--- config.mk ---
export PLATFORM = sky130hd
export DESIGN_NAME = thread_scheduler
export DESIGN_NICKNAME = d
export VERILOG_FILES = /design/src/rtl/thread_scheduler.sv
export SDC_FILE = /design/constraint.sdc
export NUM_CORES = 1
export LEC_CHECK = 0
export ABC_CLOCK_PERIOD_IN_PS = 4200
export CAP_MARGIN = 5
export CORE_AREA = 3 3 78 95
export CTS_BUF_LIST = sky130_fd_sc_hd__clkbuf_2
export DETAILED_ROUTE_END_ITERATION = 10
export DIE_AREA = 0 0 81 98
export GPL_ROUTABILITY_DRIVEN = 0
export PLACE_DENSITY = 0.74
export SKIP_CTS_REPAIR_TIMING = 1
export SLEW_MARGIN = 20
export SYNTH_ARGS = -nofsm -noshare
export SYNTH_HDL_FRONTEND = slang
export SYNTH_SLANG_ARGS = --single-unit
--- constraint.sdc ---
create_clock -name clk -period 4.2 [get_ports clk]
set_clock_uncertainty 0.2 [all_clocks]
set_input_delay 1.26 -clock clk [delete_from_list [all_inputs] [get_ports clk]]
set_output_delay 1.26 -clock clk [all_outputs]
set_load 0.01 [all_outputs]
--- src/rtl/thread_scheduler.sv ---
`default_nettype none
// ============================================================================
// Module      : thread_scheduler
// Description : Round-robin barrel-thread scheduler that sits in front of the
//               per-thread PC array. Each cycle it picks one eligible hardware
//               thread and issues its index together with the PC increment
//               flag. A thread is eligible when its software enable bit is set
//               and its stall countdown has reached zero. Later pipeline
//               stages load the countdown on branch/load hazards. A global
//               pipeline hold freezes issue.
//
// Ports       :
//   clk                   - clock, all state updates on the rising edge
//   reset                 - synchronous, active-high reset
//   in_thread_enable      - per-thread enable mask (bit i = thread i may issue)
//   in_stall_valid        - load a stall countdown this cycle
//   in_stall_thread_index - thread whose countdown is loaded
//   in_stall_cycles       - countdown load value (0 clears the stall)
//   in_pipeline_hold      - global freeze, no issue while high
//   out_thread_index      - issued thread, to the PC array index
//   out_thread_valid      - out_thread_index is a real issue slot
//   out_increment_flag    - PC array increment (always equals valid)
//   out_idle              - last decision found no eligible thread
//
// Revision    : 1.0 - initial release
// ============================================================================
module thread_scheduler #(
    parameter int THREAD_INDEX_BITS = 3,
    parameter int STALL_CNT_WIDTH   = 4
) (
    input  logic                                clk,
    input  logic                                reset,
    input  logic [(1<<THREAD_INDEX_BITS)-1:0]   in_thread_enable,
    input  logic                                in_stall_valid,
    input  logic [THREAD_INDEX_BITS-1:0]        in_stall_thread_index,
    input  logic [STALL_CNT_WIDTH-1:0]          in_stall_cycles,
    input  logic                                in_pipeline_hold,
    output logic [THREAD_INDEX_BITS-1:0]        out_thread_index,
    output logic                                out_thread_valid,
    output logic                                out_increment_flag,
    output logic                                out_idle
);

    localparam int c_NUM_THREADS = 1 << THREAD_INDEX_BITS;

    // ------------------------------------------------------------------------
    // State
    // ------------------------------------------------------------------------
    logic [STALL_CNT_WIDTH-1:0]   r_cnt [c_NUM_THREADS];
    logic [THREAD_INDEX_BITS-1:0] r_ptr;
    logic [THREAD_INDEX_BITS-1:0] r_index;
    logic                         r_valid;
    logic                         r_idle;

    // ------------------------------------------------------------------------
    // Combinational decision signals
    // ------------------------------------------------------------------------
    logic [c_NUM_THREADS-1:0]     w_elig;
    logic                         w_found;
    logic [THREAD_INDEX_BITS-1:0] w_grant;
    logic [THREAD_INDEX_BITS-1:0] w_pos;

    // Eligibility uses only registered counter state, so a stall loaded in
    // the current cycle cannot influence the current decision.
    for (genvar gi = 0; gi < c_NUM_THREADS; gi++) begin : g_elig
        assign w_elig[gi] = in_thread_enable[gi] & (r_cnt[gi] == '0);
    end

    // Round-robin search starting just after the last grant. The offset is
    // truncated to the index width so the position wraps modulo N for free;
    // the final offset (N) lands back on r_ptr, which is therefore checked
    // last and lets a lone eligible thread be granted every cycle.
    always_comb begin
        w_found = 1'b0;
        w_grant = r_ptr;
        w_pos   = r_ptr;
        for (int k = 1; k <= c_NUM_THREADS; k++) begin
            w_pos = r_ptr + THREAD_INDEX_BITS'(k);
            if (!w_found && w_elig[w_pos]) begin
                w_found = 1'b1;
                w_grant = w_pos;
            end
        end
    end

    // ------------------------------------------------------------------------
    // Stall countdowns
    // ------------------------------------------------------------------------
    // Counters run down regardless of hold or enable, so a hazard window is
    // measured in real cycles. A load takes priority over the decrement for
    // the addressed thread, which also makes a re-stall overwrite a running
    // count.
    always_ff @(posedge clk) begin
        for (int i = 0; i < c_NUM_THREADS; i++) begin
            if (reset) begin
                r_cnt[i] <= '0;
            end else if (in_stall_valid &&
                         (in_stall_thread_index == THREAD_INDEX_BITS'(i))) begin
                r_cnt[i] <= in_stall_cycles;
            end else if (r_cnt[i] != '0) begin
                r_cnt[i] <= r_cnt[i] - 1'b1;
            end
        end
    end

    // ------------------------------------------------------------------------
    // Issue registers
    // ------------------------------------------------------------------------
    // The pointer resets to N-1 so the first search begins at thread 0, while
    // the visible index resets to 0; that is why the pointer is kept apart
    // from the output index even though they match after the first grant.
    always_ff @(posedge clk) begin
        if (reset) begin
            r_ptr   <= '1;
            r_index <= '0;
            r_valid <= 1'b0;
            r_idle  <= 1'b0;
        end else if (in_pipeline_hold) begin
            // Frozen: no issue slot, not reported as idle, index and pointer
            // keep their values so issue resumes in order after release.
            r_valid <= 1'b0;
            r_idle  <= 1'b0;
        end else if (w_found) begin
            r_ptr   <= w_grant;
            r_index <= w_grant;
            r_valid <= 1'b1;
            r_idle  <= 1'b0;
        end else begin
            r_valid <= 1'b0;
            r_idle  <= 1'b1;
        end
    end

    assign out_thread_index   = r_index;
    assign out_thread_valid   = r_valid;
    // Separate port for PC-array wiring; an issue slot always increments.
    assign out_increment_flag = r_valid;
    assign out_idle           = r_idle;

endmodule
`default_nettype wire

==> results of run 1 <==
-- sequential cells by signal (all words and copies together), names as in the netlist --
| name | flops |
|---|---|
| r_ptr | 3 |
| out_thread_index | 3 |
| out_idle | 1 |
| r_cnt | 32 |
| out_increment_flag | 1 |
-- synth_stat cells, types with 2 or more instances --
cell type | count | area share
a31oi_1 | 6 | 0.012
nand2_1 | 53 | 0.062
xor2_1 | 3 | 0.0081
nor4bb_1 | 4 | 0.012
inv_1 | 22 | 0.026
nand2b_1 | 5 | 0.0097
buf_4 | 2 | 0.0046
buf_2 | 2 | 0.0031
o21a_1 | 5 | 0.012
o2111ai_1 | 2 | 0.0054
o21ai_0 | 41 | 0.063
nor4_1 | 2 | 0.0039
nor2_1 | 35 | 0.041
ha_1 | 18 | 0.070
a211oi_1 | 2 | 0.0046
o22ai_1 | 11 | 0.021
xnor2_1 | 18 | 0.049
nor3_1 | 15 | 0.023
or2b_1 | 2 | 0.0046
clkbuf_1 | 10 | 0.012
nor2b_1 | 3 | 0.0058
nand4bb_1 | 8 | 0.028
or2_4 | 2 | 0.0054
a21oi_1 | 20 | 0.031
o211ai_1 | 2 | 0.0046
or3_1 | 2 | 0.0039
edfxtp_1 | 32 | 0.30
o21ai_1 | 3 | 0.0046
or2_2 | 2 | 0.0039
dfxtp_1 | 8 | 0.050
o221ai_1 | 2 | 0.0054
nand3_1 | 8 | 0.012
o2111a_1 | 2 | 0.0070
o22ai_2 | 4 | 0.015
a41oi_1 | 2 | 0.0054
-- stage by stage --
step	util	hold slack, ns	cell area [um^2]	power, mW	std cells
global route	0.561	0.292	3640	3.17	492
detailed placement	0.551	0.251	3570	2.64	484
CTS	0.561	0.275	3640	2.89	492
floorplan	-	0.281	3230	2.22	381
finish	0.561	0.272	3640	2.90	492
global placement	0.551	0.255	3570	2.59	484
-- layout make-up --
type | count | share of cell area
tap | 85 | 0.0292
inverter | 22 | 0.0227
clock inverter | 2 | 0.00963
multi-input combinational | 304 | 0.537
timing repair buffer | 33 | 0.0846
sequential | 40 | 0.308
clock buffer | 6 | 0.00826
-- routing by layer --
layer,global-route usage,up-vias,share of wire
met1,0.246,1390,0.40
met4,0.0936,0,0.027
met3,0.0258,17,0.045
met2,0.356,98,0.52
met5,0,-,0
li1,-,1444,-
-- power groups by stage --
| stage | combinational (mW) | sequential [mW] | clock [mW] |
|---|---|---|---|
| final | 1.86 | 0.810 | 0.232 |
| after global routing | 2.08 | 0.840 | 0.250 |
| after CTS | 1.84 | 0.808 | 0.238 |
| after detailed placement | 1.82 | 0.819 | 0 |
| after global placement | 1.78 | 0.812 | 0 |
| after floorplan | 1.46 | 0.763 | 0 |
-- worst min-delay path: stages, from the launching register on --
cell and delay (ns):
dfxtp_1 0.36, nand2_1 0.05, a21oi_1 0.05
-- logic make-up after synthesis --
logic type / synth area share
flip-flops: 0.347
AO/OA/AOI/OAI: 0.238
adder cells (fa/ha/maj): 0.0697
XOR/XNOR: 0.0569
multiplexers: 0.0101
buffers and inverters: 0.0484
AND/OR/NAND/NOR: 0.230
-- worst paths after layout --
check / cells after the start / endpoint / slack [ns] / start
worst min-delay path: 2 / out_thread_index[1]$_SDFFE_PP0P_ / 0.27 / out_thread_index[1]$_SDFFE_PP0P_
worst max register to register: 9 / out_thread_index[2]$_SDFFE_PP0P_ / 0.53 / r_ptr[0]$_SDFFE_PP1P_
worst min register to register: 2 / out_thread_index[1]$_SDFFE_PP0P_ / 0.27 / out_thread_index[1]$_SDFFE_PP0P_
worst max-delay path: 7 / out_thread_index[2]$_SDFFE_PP0P_ / 0.44 / in_thread_enable[4]
==> metrics.md, run 1 <==
| Metric | Value |
|---|---|
| Port Buffer Count | 24 |
| Post-DR vias/cell | 5.99 |
| Cell-internal power | 1.57 mW |
| Top_reg_cell synth | edfxtp_1 |
| Y dimension of the die | 98 um |
| Clock Latency Late Sink | 0.40 ns |
| Relative contribution of sequential cells to total power | 0.279 |
| Max Cap Violations | 0 |
| Portion of the post-synthesis area used by sequential elements | 0.347 |
| Iteration-0 DRC count of the detailed router | 192 |
| Post-route setup TNS | 0 ns |
| Worst endpoint data arrival time | 3.90 ns |
| Transition time of the tightest slew-check pin | 0.698 ns |
| Cell area after synthesis | 3230 um^2 |
| Sum of buffers and inverters on the critical path | 1 |
| Crit end category | flip-flop |
| Residual antenna-violating net count after detailed routing | 0 |
| Register area | 1120 um^2 |
| Switching Power | 1.33 mW |
| # DRC | 0 |
| Synthesized area per cell | 8.48 um^2 |
| Switching share of total power | 0.459 |
| Number of warnings issued by yosys | 0 |
| Number of max-slew violations in the final report | 0 |
| Total Nets Final | 443 |
| Slew Limit Headroom | 0.534 |
| Class of the most critical hold timing path | flip-flop to flip-flop |
| Number of rows created at floorplan | 32 |
| Highest cell delay on the worst timing path | 0.57 ns |
| Power density over the cells | 798 nW/um^2 |
| Final worst-path setup slack | 0.444 ns |
| Leakage dissipation | 1.35 nW |
| Maximum number of pins on one net before global-route repair | 19 |
| Part of the power in the clock network | 0.080 |
| Clock H-tree levels | 2 |
| Die outline area | 7940 um^2 |
| Cells along the critical path | clkdlybuf4s50_1 -> nor4bb_1 -> mux4_2 -> a2111oi_4 -> o2111ai_1 -> or4_4 -> a31oi_1 |
| Clock Pin Slew Worst Setup and Hold Paths | 0.20 ns |
| Clock tree root driver cell | clkbuf_2 |
| Initial standard-cell utilization of the core | 0.498 |
| CP Data Required Time | 4.34 ns |
| CTS tree | built |
| Ratio of cells with drive above 1 in the final layout | 0.0762 |
| Overall global routing resource usage | 0.205 |
| Worst path slowest cell | or4_4 |
| Setup repair after global routing missed its margin | no |
| Part of the power in combinational logic | 0.641 |
| Number of antenna violations at the first check in global routing | 0 |
| Number of synthesized register bits | 40 |
| Post-detailed-placement half-perimeter wirelength | 6030 um |
| Startpoint kind of the worst setup timing path | input pin |
| Final setup violation count | 0 |
| Highest clock frequency the design can meet | 0.266 GHz |
| Start-to-end type of the worst setup path | input pin to flip-flop |
| Netlist cell types | 58 |
| Io pins | 25 |
| Final count of hold timing violations | 0 |
| Number of clock sinks | 40 |
| Clock tree buffer depth | 2 |
| Net count after synthesis | 418 |
| Post-route clock period utilization | 0.894 |
| Vias in the first global route | 2,903 |
| Final Critical Period | 3.76 ns |
| Mean routed wirelength per cell | 15.9 um |
| Wire length of the first global-routing pass | 13,100 um |
| Commonest cells after routing, fill and taps aside | 53 x nand2_1, 41 x o21ai_0, 35 x nor2_1, 32 x edfxtp_1, 24 x clkdlybuf4s50_1 |
| Top delay family on crit path | compound AO/OA/AOI/OAI gates |
| Layout area overhead | 12.5% |
| Total wire length | 7840 um |
| Share of synthesized flip-flops with an asynchronous set or reset | 0 |
| Most frequent standard cell in the layout excluding fill and tap cells | nand2_1 |
| Floorplan Core Area | 6490 um^2 |
| Cell count after synthesis | 381 |
| Worst Setup Slack post-DPL | 0.0484 ns |
| Die X-Extent | 81 um |
| Total clock buffers created by CTS | 5 |
| Max FO, Critical Path | 5 |
| Antenna diodes | 0 |
| Outcome | finished, final reports clean |
| Fill cell total of the finished layout | 627 |
| Residual overflow from global routing | 0 |
| Multi-input combinational cell area | 1950 um^2 |
| Via Count | 2,949 |
| Number of flops mapped to enable cells by yosys | 32 |
| Number of detailed-routing iterations run before antenna repair | 5 |
| Largest voltage drop on the vdd net | 363 uV |
No activity file was read; power rests on OpenSTA's default activity.
==> run 2, diff against run 1 <==
--- a/config.mk
+++ b/config.mk
@@ -13,6 +13,7 @@
 export DIE_AREA = 0 0 81 98
 export GPL_ROUTABILITY_DRIVEN = 0
 export PLACE_DENSITY = 0.74
+export SETUP_SLACK_MARGIN = 0.5
 export SKIP_CTS_REPAIR_TIMING = 1
 export SLEW_MARGIN = 20
 export SYNTH_ARGS = -nofsm -noshare
==> run 2 against run 1 <==
Critical endpoint is now r_ptr[0]$_SDFFE_PP1P_. Clock power is essentially flat. Utilization grew 2.0 points. Flip-flop and latch count unchanged. Global-route usage unchanged. Total power grew 7.0%. Register-to-register slack better by 0.23 ns. Wire length is 2.3% higher. Worst setup slack better by 0.19 ns. Combinational power is 11% higher.
==> metrics.md, run 2 (synthesized netlist as in run 1, its figures left out) <==
| Metric | Value |
|---|---|
| Post-DR vias/cell | 5.98 |
| Post-layout total power | 3.10 mW |
| Switching Power | 1.41 mW |
| Highest cell delay on the worst timing path | 0.48 ns |
| Io pins | 25 |
| Initial standard-cell utilization of the core | 0.498 |
| Total wire length | 8020 um |
| Residual overflow from global routing | 0 |
| Via Count | 2,968 |
| DR top layer | met4 |
| Clock Pin Slew Worst Setup and Hold Paths | 0.20 ns |
| Total Nets Final | 447 |
| Worst Setup Slack post-DPL | 0.0484 ns |
| Worst endpoint data arrival time | 3.68 ns |
| Antenna diodes | 0 |
| Worst path slowest cell | clkdlybuf4s50_1 |
| CTS tree | built |
| Wire length of the first global-routing pass | 13,100 um |
| Fill cell total of the finished layout | 609 |
| Number of clock sinks | 40 |
| Clock Latency Late Sink | 0.40 ns |
| Final setup violation count | 0 |
| Switching share of total power | 0.454 |
| Metal-1 WL | 3290 um |
| Slew Limit Headroom | 0.531 |
| Vias in the first global route | 2,903 |
| Y dimension of the die | 98 um |
| Part of the power in combinational logic | 0.663 |
| Number of rows created at floorplan | 32 |
| Count of placed standard cells in the final layout, fillers left out | 496 |
| Post-route clock period utilization | 0.850 |
| Multi-input combinational cell area | 2040 um^2 |
| Met3 WL post-DR | 280 um |
| Start-to-end type of the worst setup path | input pin to flip-flop |
| Worst hold margin | 0.272 ns |
| CP Data Required Time | 4.31 ns |
| Floorplan Core Area | 6490 um^2 |
| Highest clock frequency the design can meet | 0.280 GHz |
| Leakage dissipation | 1.41 nW |
| Cell seen most often among critical-path stages | o2111a_2 |
| Max FO, Critical Path | 5 |
| Clock H-tree levels | 2 |
| Post-Place Cells | 484 |
| Startpoint kind of the worst setup timing path | input pin |
| Placement Cell Area | 3570 um^2 |
| Register ranked first by flip-flop count | r_cnt |
| Core Util, Final | 0.580 |
| Residual antenna-violating net count after detailed routing | 0 |
| Post-detailed-placement half-perimeter wirelength | 6030 um |
| Max Cap Violations | 0 |
| Total clock buffers created by CTS | 5 |
| Class of the most critical hold timing path | flip-flop to flip-flop |
| Part of the power in the clock network | 0.074 |
| Die X-Extent | 81 um |
| Power density over the cells | 824 nW/um^2 |
| Outcome | finished, final reports clean |
| Post-route setup TNS | 0 ns |
| Final worst-path setup slack | 0.629 ns |
| Maximum number of pins on one net before global-route repair | 19 |
| Final Instance Area | 3760 um^2 |
| Setup repair after global routing missed its margin | no |
| Transition time of the tightest slew-check pin | 0.702 ns |
| Number of max-slew violations in the final report | 0 |
| Largest register FFs | 32 |
| Cell-internal power | 1.70 mW |
| Final count of hold timing violations | 0 |
| Clock tree root driver cell | clkbuf_2 |
| Die outline area | 7940 um^2 |
| Layout area overhead | 16.5% |
| Overall global routing resource usage | 0.205 |
| Commonest cells after routing, fill and taps aside | 53 x nand2_1, 41 x o21ai_0, 35 x nor2_1, 32 x edfxtp_1, 22 x inv_1 |
| Largest voltage drop on the vdd net | 369 uV |
| Ratio of cells with drive above 1 in the final layout | 0.112 |
| Clock tree buffer depth | 2 |
| Crit end category | flip-flop |
| Number of antenna violations at the first check in global routing | 0 |
| Relative contribution of sequential cells to total power | 0.263 |
| Iteration-0 DRC count of the detailed router | 134 |
| Port Buffer Count | 24 |
| Most frequent standard cell in the layout excluding fill and tap cells | nand2_1 |
| Final Critical Period | 3.57 ns |
| Met2 WL | 4180 um |
| Cells along the critical path | clkdlybuf4s50_1 -> nand4bb_2 -> o22ai_2 -> nor2_1 -> o2111a_2 -> o2111a_2 -> a221oi_4 -> nor3_1 -> or3b_1 |
| Mean routed wirelength per cell | 16.2 um |
| Register area | 1120 um^2 |
| # DRC | 0 |
| Number of detailed-routing iterations run before antenna repair | 5 |
==> run 2: cell count changes in the layout (fill, tap and decap cells not counted), moves of 3 or more <==
cell             previous run  this run
nand4bb_1                   8         5
dlymetal6s2s_1              0         4
clkdlybuf4s50_1            24        20
buf_4                       9        13
==> run 2: metal layers <==
layer  vias up  GRT usage
li1       1459          -
met1      1401      0.246
met2        87      0.356
met3        21     0.0258
met4         0     0.0936
met5         -          0
==> run 2: cell type report <==
type                            instances  area share
Sequential cell                        40       0.298
Clock inverter                          2     0.00931
Inverter                               22      0.0219
Timing Repair Buffer                   37      0.0924
Multi-Input combinational cell        304       0.542
Clock buffer                            6     0.00798
Tap cell                               85      0.0282
==> run 2: critical path, delay by kind of cell <==
family / cells / cell delay, ns
compound gates: 4 / 1.22
simple gates: 4 / 0.73
buf+inv: 1 / 0.48
==> run 2: power by group through the flow <==
stage	Clock, mW	Combinational (mW)	Sequential, mW
6_report	0.230	2.06	0.817
5_1_grt	0.250	2.28	0.845
4_1_cts	0.238	1.84	0.808
3_5_place_dp	0	1.82	0.819
3_3_place_gp	0	1.78	0.812
2_1_floorplan	0	1.46	0.763
==> run 2: worst paths after layout <==
check	from	cells past startpoint	endpoint	slack [ns]
max	in_thread_enable[0]	9	r_ptr[0]$_SDFFE_PP1P_	0.63
min	out_thread_index[1]$_SDFFE_PP0P_	2	out_thread_index[1]$_SDFFE_PP0P_	0.27
max reg2reg	r_ptr[0]$_SDFFE_PP1P_	10	r_ptr[0]$_SDFFE_PP1P_	0.76
min reg2reg	out_thread_index[1]$_SDFFE_PP0P_	2	out_thread_index[1]$_SDFFE_PP0P_	0.27
